File: src/rtl/muldiv_unit_if.sv
// Request/response bundle between the execute stage and the iterative multiply/divide unit.
// The unit drives busy/done/result/tag_out; the pipeline drives everything else.
interface muldiv_unit_if #(
    parameter int unsigned XLEN  = 32,
    parameter int unsigned TAG_W = 5
);
    logic             start;
    logic [2:0]       funct3;
    logic [XLEN-1:0]  a;
    logic [XLEN-1:0]  b;
    logic [TAG_W-1:0] tag_in;
    logic             flush;
    logic             busy;
    logic             done;
    logic [XLEN-1:0]  result;
    logic [TAG_W-1:0] tag_out;

    modport master (
        output start, funct3, a, b, tag_in, flush,
        input  busy, done, result, tag_out
    );

    modport slave (
        input  start, funct3, a, b, tag_in, flush,
        output busy, done, result, tag_out
    );
endinterface

File: src/rtl/muldiv_unit.sv
// Iterative RV32M/RV64M multiply/divide unit: shift-add multiply, restoring divide, one bit/cycle.
// Define MULDIV_FASTPATH_EN to retire divide-by-zero, signed overflow and zero-operand multiplies early.
module muldiv_unit #(
    parameter int unsigned XLEN  = 32,
    parameter int unsigned TAG_W = 5
) (
    input logic          clk,
    input logic          reset,
    muldiv_unit_if.slave bus
);

    localparam int unsigned CntW = $clog2(XLEN);

    localparam logic [2:0] OpMul    = 3'b000;
    localparam logic [2:0] OpMulh   = 3'b001;
    localparam logic [2:0] OpMulhsu = 3'b010;
    localparam logic [2:0] OpMulhu  = 3'b011;
    localparam logic [2:0] OpDiv    = 3'b100;
    localparam logic [2:0] OpDivu   = 3'b101;
    localparam logic [2:0] OpRem    = 3'b110;

    typedef enum logic [1:0] {StIdle, StCalc, StFix} state_e;

    state_e           state_q, state_d;
    logic [CntW-1:0]  cnt_q, cnt_d;
    logic [XLEN-1:0]  hi_q, hi_d;      // product high word / partial remainder
    logic [XLEN-1:0]  lo_q, lo_d;      // multiplier then product low word / dividend then quotient
    logic [XLEN-1:0]  opb_q, opb_d;    // multiplicand / divisor magnitude
    logic [2:0]       op_q, op_d;
    logic             neg_q, neg_d;
    logic [TAG_W-1:0] tag_q, tag_d;
    logic [XLEN-1:0]  result_q, result_d;
    logic [TAG_W-1:0] tag_out_q, tag_out_d;
    logic             done_q, done_d;

    logic             a_signed, b_signed, a_neg, b_neg, sign_in;
    logic [XLEN-1:0]  mag_a, mag_b;
    logic [XLEN:0]    mul_sum, trial;
    logic [2*XLEN-1:0] prod_fix;
    logic [XLEN-1:0]  quo_fix, rem_fix, fix_val;

    assign a_signed = (bus.funct3 == OpMulh) || (bus.funct3 == OpMulhsu) ||
                      (bus.funct3 == OpDiv)  || (bus.funct3 == OpRem);
    assign b_signed = (bus.funct3 == OpMulh) || (bus.funct3 == OpDiv) || (bus.funct3 == OpRem);
    assign a_neg    = a_signed && bus.a[XLEN-1];
    assign b_neg    = b_signed && bus.b[XLEN-1];
    assign mag_a    = a_neg ? -bus.a : bus.a;
    assign mag_b    = b_neg ? -bus.b : bus.b;

    // A zero divisor must leave the all-ones quotient un-negated.
    always_comb begin
        sign_in = 1'b0;
        case (bus.funct3)
            OpMulh:   sign_in = a_neg ^ b_neg;
            OpMulhsu: sign_in = a_neg;
            OpDiv:    sign_in = (a_neg ^ b_neg) && (bus.b != '0);
            OpRem:    sign_in = a_neg;
            default:  sign_in = 1'b0;
        endcase
    end

`ifdef MULDIV_FASTPATH_EN
    logic ovf, fast_path;
    assign ovf       = ((bus.funct3 == OpDiv) || (bus.funct3 == OpRem)) &&
                       (bus.a == {1'b1, {(XLEN-1){1'b0}}}) && (bus.b == '1);
    assign fast_path = bus.funct3[2] ? ((bus.b == '0) || ovf) : ((bus.a == '0) || (bus.b == '0));
`endif

    assign mul_sum  = {1'b0, hi_q} + {1'b0, opb_q & {XLEN{lo_q[0]}}};
    assign trial    = {hi_q, lo_q[XLEN-1]} - {1'b0, opb_q};
    assign prod_fix = neg_q ? -{hi_q, lo_q} : {hi_q, lo_q};
    assign quo_fix  = neg_q ? -lo_q : lo_q;
    assign rem_fix  = neg_q ? -hi_q : hi_q;

    always_comb begin
        fix_val = rem_fix;
        case (op_q)
            OpMul:                     fix_val = prod_fix[XLEN-1:0];
            OpMulh, OpMulhsu, OpMulhu: fix_val = prod_fix[2*XLEN-1:XLEN];
            OpDiv, OpDivu:             fix_val = quo_fix;
            default:                   fix_val = rem_fix;
        endcase
    end

    always_comb begin
        state_d   = state_q;
        cnt_d     = cnt_q;
        hi_d      = hi_q;
        lo_d      = lo_q;
        opb_d     = opb_q;
        op_d      = op_q;
        neg_d     = neg_q;
        tag_d     = tag_q;
        result_d  = result_q;
        tag_out_d = tag_out_q;
        done_d    = 1'b0;

        if (bus.flush) begin
            state_d = StIdle;
        end else begin
            case (state_q)
                StIdle: begin
                    // The done cycle still blocks a new request.
                    if (bus.start && !done_q) begin
                        hi_d    = '0;
                        lo_d    = mag_a;
                        opb_d   = mag_b;
                        op_d    = bus.funct3;
                        neg_d   = sign_in;
                        tag_d   = bus.tag_in;
                        cnt_d   = CntW'(XLEN - 1);
                        state_d = StCalc;
`ifdef MULDIV_FASTPATH_EN
                        if (fast_path) begin
                            state_d = StFix;
                            if (!bus.funct3[2]) begin
                                lo_d = '0;
                            end else if (bus.b == '0) begin
                                lo_d = '1;
                                hi_d = mag_a;
                            end
                        end
`endif
                    end
                end
                StCalc: begin
                    if (op_q[2]) begin
                        if (!trial[XLEN]) begin
                            hi_d = trial[XLEN-1:0];
                            lo_d = {lo_q[XLEN-2:0], 1'b1};
                        end else begin
                            hi_d = {hi_q[XLEN-2:0], lo_q[XLEN-1]};
                            lo_d = {lo_q[XLEN-2:0], 1'b0};
                        end
                    end else begin
                        {hi_d, lo_d} = {mul_sum, lo_q[XLEN-1:1]};
                    end
                    if (cnt_q == '0) begin
                        state_d = StFix;
                    end else begin
                        cnt_d = cnt_q - CntW'(1);
                    end
                end
                StFix: begin
                    result_d  = fix_val;
                    tag_out_d = tag_q;
                    done_d    = 1'b1;
                    state_d   = StIdle;
                end
                default: state_d = StIdle;
            endcase
        end
    end

    always_ff @(posedge clk or negedge reset) begin
        if (!reset) begin
            state_q   <= StIdle;
            cnt_q     <= '0;
            hi_q      <= '0;
            lo_q      <= '0;
            opb_q     <= '0;
            op_q      <= '0;
            neg_q     <= 1'b0;
            tag_q     <= '0;
            result_q  <= '0;
            tag_out_q <= '0;
            done_q    <= 1'b0;
        end else begin
            state_q   <= state_d;
            cnt_q     <= cnt_d;
            hi_q      <= hi_d;
            lo_q      <= lo_d;
            opb_q     <= opb_d;
            op_q      <= op_d;
            neg_q     <= neg_d;
            tag_q     <= tag_d;
            result_q  <= result_d;
            tag_out_q <= tag_out_d;
            done_q    <= done_d;
        end
    end

    assign bus.busy    = (state_q != StIdle);
    assign bus.done    = done_q;
    assign bus.result  = result_q;
    assign bus.tag_out = tag_out_q;

endmodule

File: src/flat_wrapper.sv
// flat-port wrapper written by rule: the top's interface ports become plain ports
module muldiv_unit_flat 
#(
    parameter int unsigned XLEN  = 32,
    parameter int unsigned TAG_W = 5
)
  (clk, reset, bus_start, bus_funct3, bus_a, bus_b, bus_tag_in, bus_flush, bus_busy, bus_done, bus_result, bus_tag_out);
  muldiv_unit_if #(.XLEN(XLEN), .TAG_W(TAG_W)) bus_i ();
  input logic clk;
  input logic reset;
  input wire logic [$bits(bus_i.start)-1:0] bus_start;
  input wire logic [$bits(bus_i.funct3)-1:0] bus_funct3;
  input wire logic [$bits(bus_i.a)-1:0] bus_a;
  input wire logic [$bits(bus_i.b)-1:0] bus_b;
  input wire logic [$bits(bus_i.tag_in)-1:0] bus_tag_in;
  input wire logic [$bits(bus_i.flush)-1:0] bus_flush;
  output wire logic [$bits(bus_i.busy)-1:0] bus_busy;
  output wire logic [$bits(bus_i.done)-1:0] bus_done;
  output wire logic [$bits(bus_i.result)-1:0] bus_result;
  output wire logic [$bits(bus_i.tag_out)-1:0] bus_tag_out;
  assign bus_i.start = bus_start;
  assign bus_i.funct3 = bus_funct3;
  assign bus_i.a = bus_a;
  assign bus_i.b = bus_b;
  assign bus_i.tag_in = bus_tag_in;
  assign bus_i.flush = bus_flush;
  assign bus_busy = bus_i.busy;
  assign bus_done = bus_i.done;
  assign bus_result = bus_i.result;
  assign bus_tag_out = bus_i.tag_out;
  muldiv_unit #(.XLEN(XLEN), .TAG_W(TAG_W)) u_core (.clk(clk), .reset(reset), .bus(bus_i));
endmodule
File: config.mk
export PLATFORM = sky130hd
export DESIGN_NAME = muldiv_unit_flat
export DESIGN_NICKNAME = d
export VERILOG_FILES = /design/src/rtl/muldiv_unit_if.sv /design/src/rtl/muldiv_unit.sv /design/src/flat_wrapper.sv
export SDC_FILE = /design/constraint.sdc
export NUM_CORES = 1
export LEC_CHECK = 0
export BUFFER_PORTS_ARGS = -buffer_cell sky130_fd_sc_hd__buf_2
export CORE_MARGIN = 2
export CORE_UTILIZATION = 40
export DETAILED_ROUTE_END_ITERATION = 6
export GPL_TIMING_DRIVEN = 0
export SLEW_MARGIN = 0
export SYNTH_ARGS = -nofsm -noshare
export SYNTH_HDL_FRONTEND = slang
export SYNTH_SLANG_ARGS = --single-unit
File: constraint.sdc
create_clock -name clk -period 6.29 [get_ports clk]
set_input_delay 1.258 -clock clk [delete_from_list [all_inputs] [get_ports clk]]
set_output_delay 1.258 -clock clk [all_outputs]
set_load 0.02 [all_outputs]
==> results of run 1 <==
==> synth_stat cells (all sizes together) (6+ instances only) <==
cell type	count	area, µm²
and2	12	75.1
o211ai	9	67.6
mux2i	39	390
xnor2	98	858
nand2	282	1060
a31oi	23	144
dfrtp	150	3750
clkbuf	100	377
o31ai	35	277
nand2b	22	138
o21bai	9	67.6
inv	68	255
o41ai	15	139
xor2	82	718
o21ai	222	1110
nand3	18	90.1
o22ai	14	87.6
ha	70	876
a21o	31	233
nor3	37	185
or2	10	62.6
a21oi	149	746
o221ai	10	87.6
nor2b	9	56.3
or4	23	188
nand4	10	62.6
and3	9	61.3
nor2	125	469
nor4	14	103
a211oi	6	45.0
or3	16	100
a22oi	23	173
==> stage by stage <==
stage	cell area [µm²]	hold slack (ns)	std cells	worst slack, ns
floorplan	13600	0.439	1805	2.50
global placement	14800	0.448	2367	1.27
detailed placement	14800	0.459	2368	1.24
CTS	15400	0.473	2400	1.20
global route	15400	0.499	2400	0.959
finish	15400	0.473	2400	1.20
==> critical path: stages (launching register included) <==
cell      delay, ns
dfrtp_1        0.52
inv_1          0.19
ha_1           0.25
fa_1           0.40
nand2b_1       0.18
a21oi_1        0.19
o21ai_0        0.24
a211oi_1       0.71
a31oi_1        0.17
o21ai_1        0.25
xnor2_1        0.46
clkbuf_1       0.64
buf_1          0.49
a21oi_1        0.17
o21ai_0        0.16
==> worst paths after layout <==
check,startpoint,endpoint,cells after the start
max reg2reg,u_core.lo_q[31],u_core.hi_q[2],14
max,u_core.lo_q[31],u_core.hi_q[2],14
min,u_core.tag_q[2],u_core.bus.tag_out[2],2
min reg2reg,u_core.tag_q[2],u_core.bus.tag_out[2],2
min in group asynchronous,reset,u_core.opb_q[11],1
max in group asynchronous,reset,u_core.lo_q[16],2
==> flip-flops by register name (all words and copies together), names as in the netlist, 2 cells and up <==
name	cells
u_core.tag_q	5
u_core.opb_q	32
u_core.state_q	2
u_core.bus.tag_out	5
u_core.cnt_q	5
u_core.bus.result	32
u_core.op_q	3
u_core.hi_q	32
u_core.lo_q	32
==> cell families after synthesis <==
kind of cell             after synthesis  share of synthesized area
AO/OA/AOI/OAI                        592                      0.263
XOR/XNOR                             180                      0.116
adder cells (fa/ha/maj)               72                     0.0672
buffers and inverters                173                     0.0480
flip-flops                           150                      0.275
multiplexers                          40                     0.0295
AND/OR/NAND/NOR                      598                      0.201
==> per-layer routing <==
layer	wire length, µm	vias to the layer above	share of wire
met1	21400	6730	0.45
met2	21300	534	0.45
met4	1620	0	0.034
met5	0	-	0
met3	3540	75	0.074
li1	-	6720	-
==> report_power, final <==
group / switching [µW] / internal [µW] / leakage, µW
Clock: 466 / 682 / 0.000309
Combinational: 2420 / 1430 / 0.00476
Sequential: 332 / 1140 / 0.00194
Total: 3220 / 3250 / 0.00701
==> final cells by class <==
| class | count | area [µm²] | area share |
|---|---|---|---|
| well taps | 448 | 561 | 0.0363 |
| repair buffers | 115 | 604 | 0.0392 |
| flip-flops and latches | 150 | 3750 | 0.243 |
| inverters | 68 | 255 | 0.0165 |
| plain buffers | 105 | 399 | 0.0259 |
| clock buffers | 19 | 443 | 0.0287 |
| clock inverters | 13 | 194 | 0.0126 |
| multi-input cells | 1482 | 9220 | 0.598 |
==> metrics, run 1 <==
most frequent cells in the layout=282 x nand2_1, 216 x o21ai_0, 150 x dfrtp_1; Final Power=6470 µW; Placer Congestion=0.978; critical path class=reg -> reg; Seq/Total Area, Yosys=0.275; critical path data arrival time=5.46 ns; CP Launch Type=flip-flop; relative slew slack=0.377; min Tclk post-route=5.09 ns; IO Count=115; WL final=47900 µm; CP required=6.66 ns; CTS tree=done; reg2reg setup slack=1.20 ns; met1 Resource Use GR=0.364; M2 GR Usage=0.421; global-route wire length before repair=74400 µm; largest net degree at the start of global routing=93; CP max FO=10; final core utilization=0.460; hold crit path type=reg -> reg; setup TNS=0 ns; P per Cell Area=420 nW/µm²; commonest non-fill, non-tap cell in the layout=nand2_1; gr usage total=0.266; Starting DRT DRC Count=1279; CTS resizes=0; clock sinks=150; filler instances=3464; Via density=5.86; chip width=189 µm; Initial Utilization=0.406; syn_nets=1953; Worst-Margin Slew=0.923 ns; CP endpoint kind=flip-flop; dominant synthesized flop cell=dfrtp_1; Netlist Area Pre-Place=13600 µm²; Die ar.=35600 µm²; clk slew on worst S/H paths=0.08 ns; # Post-CTS Setup Buffers=0; YS warnings=0; unique cell type count in the Yosys netlist=67; worst skew pair latency=0.45 ns; # rows=67; met3 global-route usage=0.0490; Max Fclk=0.196 GHz; Routed WL per cell=20.0 µm; first-pass detailed-route iteration total=6; Final Cycle Share=0.809; htree depth=4; Peak VDD IR=0.252 mV; Core Region=33500 µm²; max_cap viols=0; Hold-fix buffers, CTS=0; number of synthesized register bits=150; count of final hold-check violations=0; number of flops mapped to enable cells by yosys=0; most used routing layer=met2; Avg Cell Area, Syn=7.55 µm²; vias in the first global route=13300; synth-to-layout area growth=13.2%; # setup viols final=0; post-detailed-route count of antenna-violating nets=0; fin nets=2087; CTS root buf=clkbuf_16; Buffers on Ports=114; layout cells sized above 1=0.0866; initial antenna violation count=1; CTS buffer count=17; drc violations=0; Async SR Flop Fraction=1.00; Final Max Slew Viols=0; clock buffer depth=2; via count=14100; post-synthesis cell count=1805; Die Y=189 µm; Static Leak=0.00701 µW; status=completed; Inserted Diodes=0; Worst Skew=0.0204 ns; total gr overflow=0; DP Wirelength=37600 µm; RSZ-0062 raised after global routing=no
Note: power is estimated with default switching activity, not from simulation.
==> run 2: changes to the inputs <==
==> constraint.sdc (replaced) <==
create_clock -name clk -period 4.45 [get_ports clk]
set_input_delay 0.89 -clock clk [delete_from_list [all_inputs] [get_ports clk]]
set_output_delay 0.89 -clock clk [all_outputs]
set_load 0.02 [all_outputs]
==> run 2 against run 1 <==
- critical path depth is the same
- combinational power grew 42%
- maximum frequency grew 18%
- routed wire length is essentially flat
- largest cell class unchanged
- largest power group unchanged
- highest routed layer unchanged
==> metrics, run 2 (synthesis results as in run 1) <==
final core utilization=0.461 (+0.00108); CTS tree=done; Placement Cell Area=14800 µm² (unchanged); chip width=189 µm (unchanged); layout cells sized above 1=0.0917 (+0.00512); critical path class=reg -> reg; Critical Path End=u_core.hi_q[25]; total gr overflow=0 (unchanged); post-route cell area=15500 µm² (+0.24%); largest net degree at the start of global routing=93 (unchanged); Max Fclk=0.232 GHz (+18%); worst hold margin=0.401 ns (-0.0720 ns); initial antenna violation count=1 (unchanged); global-route wire length before repair=74300 µm (about the same); Final Max Slew Viols=0 (unchanged); Routed WL per cell=19.9 µm (about the same); commonest non-fill, non-tap cell in the layout=nand2_1; R2R depth=14 (unchanged); R2R Path End=u_core.hi_q[25]; Final Cycle Share=0.968 (+0.158); via count=14000 (-0.17%); CP required=4.74 ns (-1.92 ns); Peak VDD IR=0.358 mV (+42%); critical path data arrival time=4.60 ns (-0.86 ns); clk slew on worst S/H paths=0.07 ns (about the same); relative slew slack=0.377 (+0.000493); synth-to-layout area growth=13.5%; Core Region=33500 µm² (unchanged); first-pass detailed-route iteration total=7 (+1); Buffers on Ports=114 (unchanged); hold crit path type=in -> async; WL final=47900 µm (about the same); Via density=5.85 (-0.17%); clock sinks=150 (unchanged); RSZ-0062 raised after global routing=yes; P per Cell Area=594 nW/µm² (+42%); # rows=67 (unchanged); Worst Skew=0.0196 ns (-0.000827 ns); Die ar.=35600 µm² (unchanged); multi-input combinational cell area=9240 µm² (+0.26%); IO Count=115 (unchanged); Inserted Diodes=0 (unchanged); count of final hold-check violations=0 (unchanged); # Post-CTS Setup Buffers=0 (unchanged); reg2reg setup slack=0.14 ns (-1.06 ns); Worst-Margin Slew=0.922 ns (-0.000730 ns); Placer Congestion=0.978 (unchanged); FF/Latch Area=3750 µm² (about the same); worst reg2reg startpoint=u_core.lo_q[31]; CP max FO=10 (unchanged); Setup WS pre-CTS=-0.599 ns (-1.84 ns); status=completed; CTS buffer count=17 (unchanged); vias in the first global route=13300 (+0.060%); CP endpoint kind=flip-flop; Die Y=189 µm (unchanged); Starting DRT DRC Count=1338 (+4.6%); most frequent cells in the layout=282 x nand2_1, 215 x o21ai_0, 149 x a21oi_1, 149 x dfrtp_1, 125 x nor2_1; Static Leak=0.00702 µW (+0.14%); Hold-fix buffers, CTS=0 (unchanged); CP Launch Type=flip-flop; # setup viols final=0 (unchanged); fin nets=2087 (unchanged); clock buffer depth=2 (unchanged); drc violations=0 (unchanged); setup TNS=0 ns (unchanged); filler instances=3462 (-0.058%); setup ws final=0.143 ns (-1.06 ns); max_cap viols=0 (unchanged); htree depth=4 (unchanged); CTS root buf=clkbuf_16; worst skew pair latency=0.45 ns (about the same); DP Wirelength=37600 µm (unchanged); min Tclk post-route=4.31 ns (-0.784 ns); post-detailed-route count of antenna-violating nets=0 (unchanged); critical path launch point=u_core.lo_q[31]; gr usage total=0.266 (about the same); Initial Utilization=0.406 (unchanged)
## run 2: final cells by class
class                   count  area share
multi-input cells        1482       0.598
repair buffers            115      0.0391
flip-flops and latches    150       0.243
inverters                  68      0.0167
clock inverters            13      0.0125
well taps                 448      0.0362
plain buffers             105      0.0263
clock buffers              19      0.0286
## run 2: worst min path at each step
stage / start / to / slack [ns] / depth (start not counted)
CTS: reset / u_core.opb_q[11] / 0.43 / 1
detailed placement: u_core.tag_q[1] / u_core.bus.tag_out[1] / 0.46 / 2
global route: reset / u_core.opb_q[11] / 0.45 / 1
finish: reset / u_core.opb_q[11] / 0.40 / 1
floorplan: u_core.tag_q[0] / u_core.bus.tag_out[0] / 0.44 / 2
global placement: u_core.tag_q[2] / u_core.bus.tag_out[2] / 0.45 / 2
## run 2: metrics by stage
stage / power (µW) / std cells
global placement: 7340 / 2367
detailed placement: 7390 / 2368
CTS: 9050 / 2400
global route: 9800 / 2400
finish: 9190 / 2400
floorplan: 5800 / 1805
## run 2: critical path, stage by stage (launching register included)
cell,delay (ns)
dfrtp_1,0.55
inv_1,0.18
ha_1,0.25
fa_1,0.40
nand2b_1,0.18
a21oi_1,0.19
o21ai_0,0.26
a211oi_2,0.47
a31oi_1,0.14
o21ai_1,0.27
xnor2_2,0.30
clkbuf_4,0.38
nor2_1,0.09
a222oi_1,0.33
o21ai_0,0.14
## run 2: timing repair
item,CTS,global route
endpoints found under the hold margin,0,0
resized for setup,10,2
setup endpoints to repair,30,26
## run 2: per-layer routing
metal / wire, µm / GRT usage
met1: 21300 / 0.366
met2: 21200 / 0.421
met3: 3730 / 0.0473
met4: 1650 / 0.0947
met5: 0 / 0
## run 2: power by group
part | internal (µW) | switching [µW] | leakage [µW]
sequential | 1610 | 470 | 0.00194
clock | 964 | 661 | 0.000309
combinational | 2040 | 3450 | 0.00477
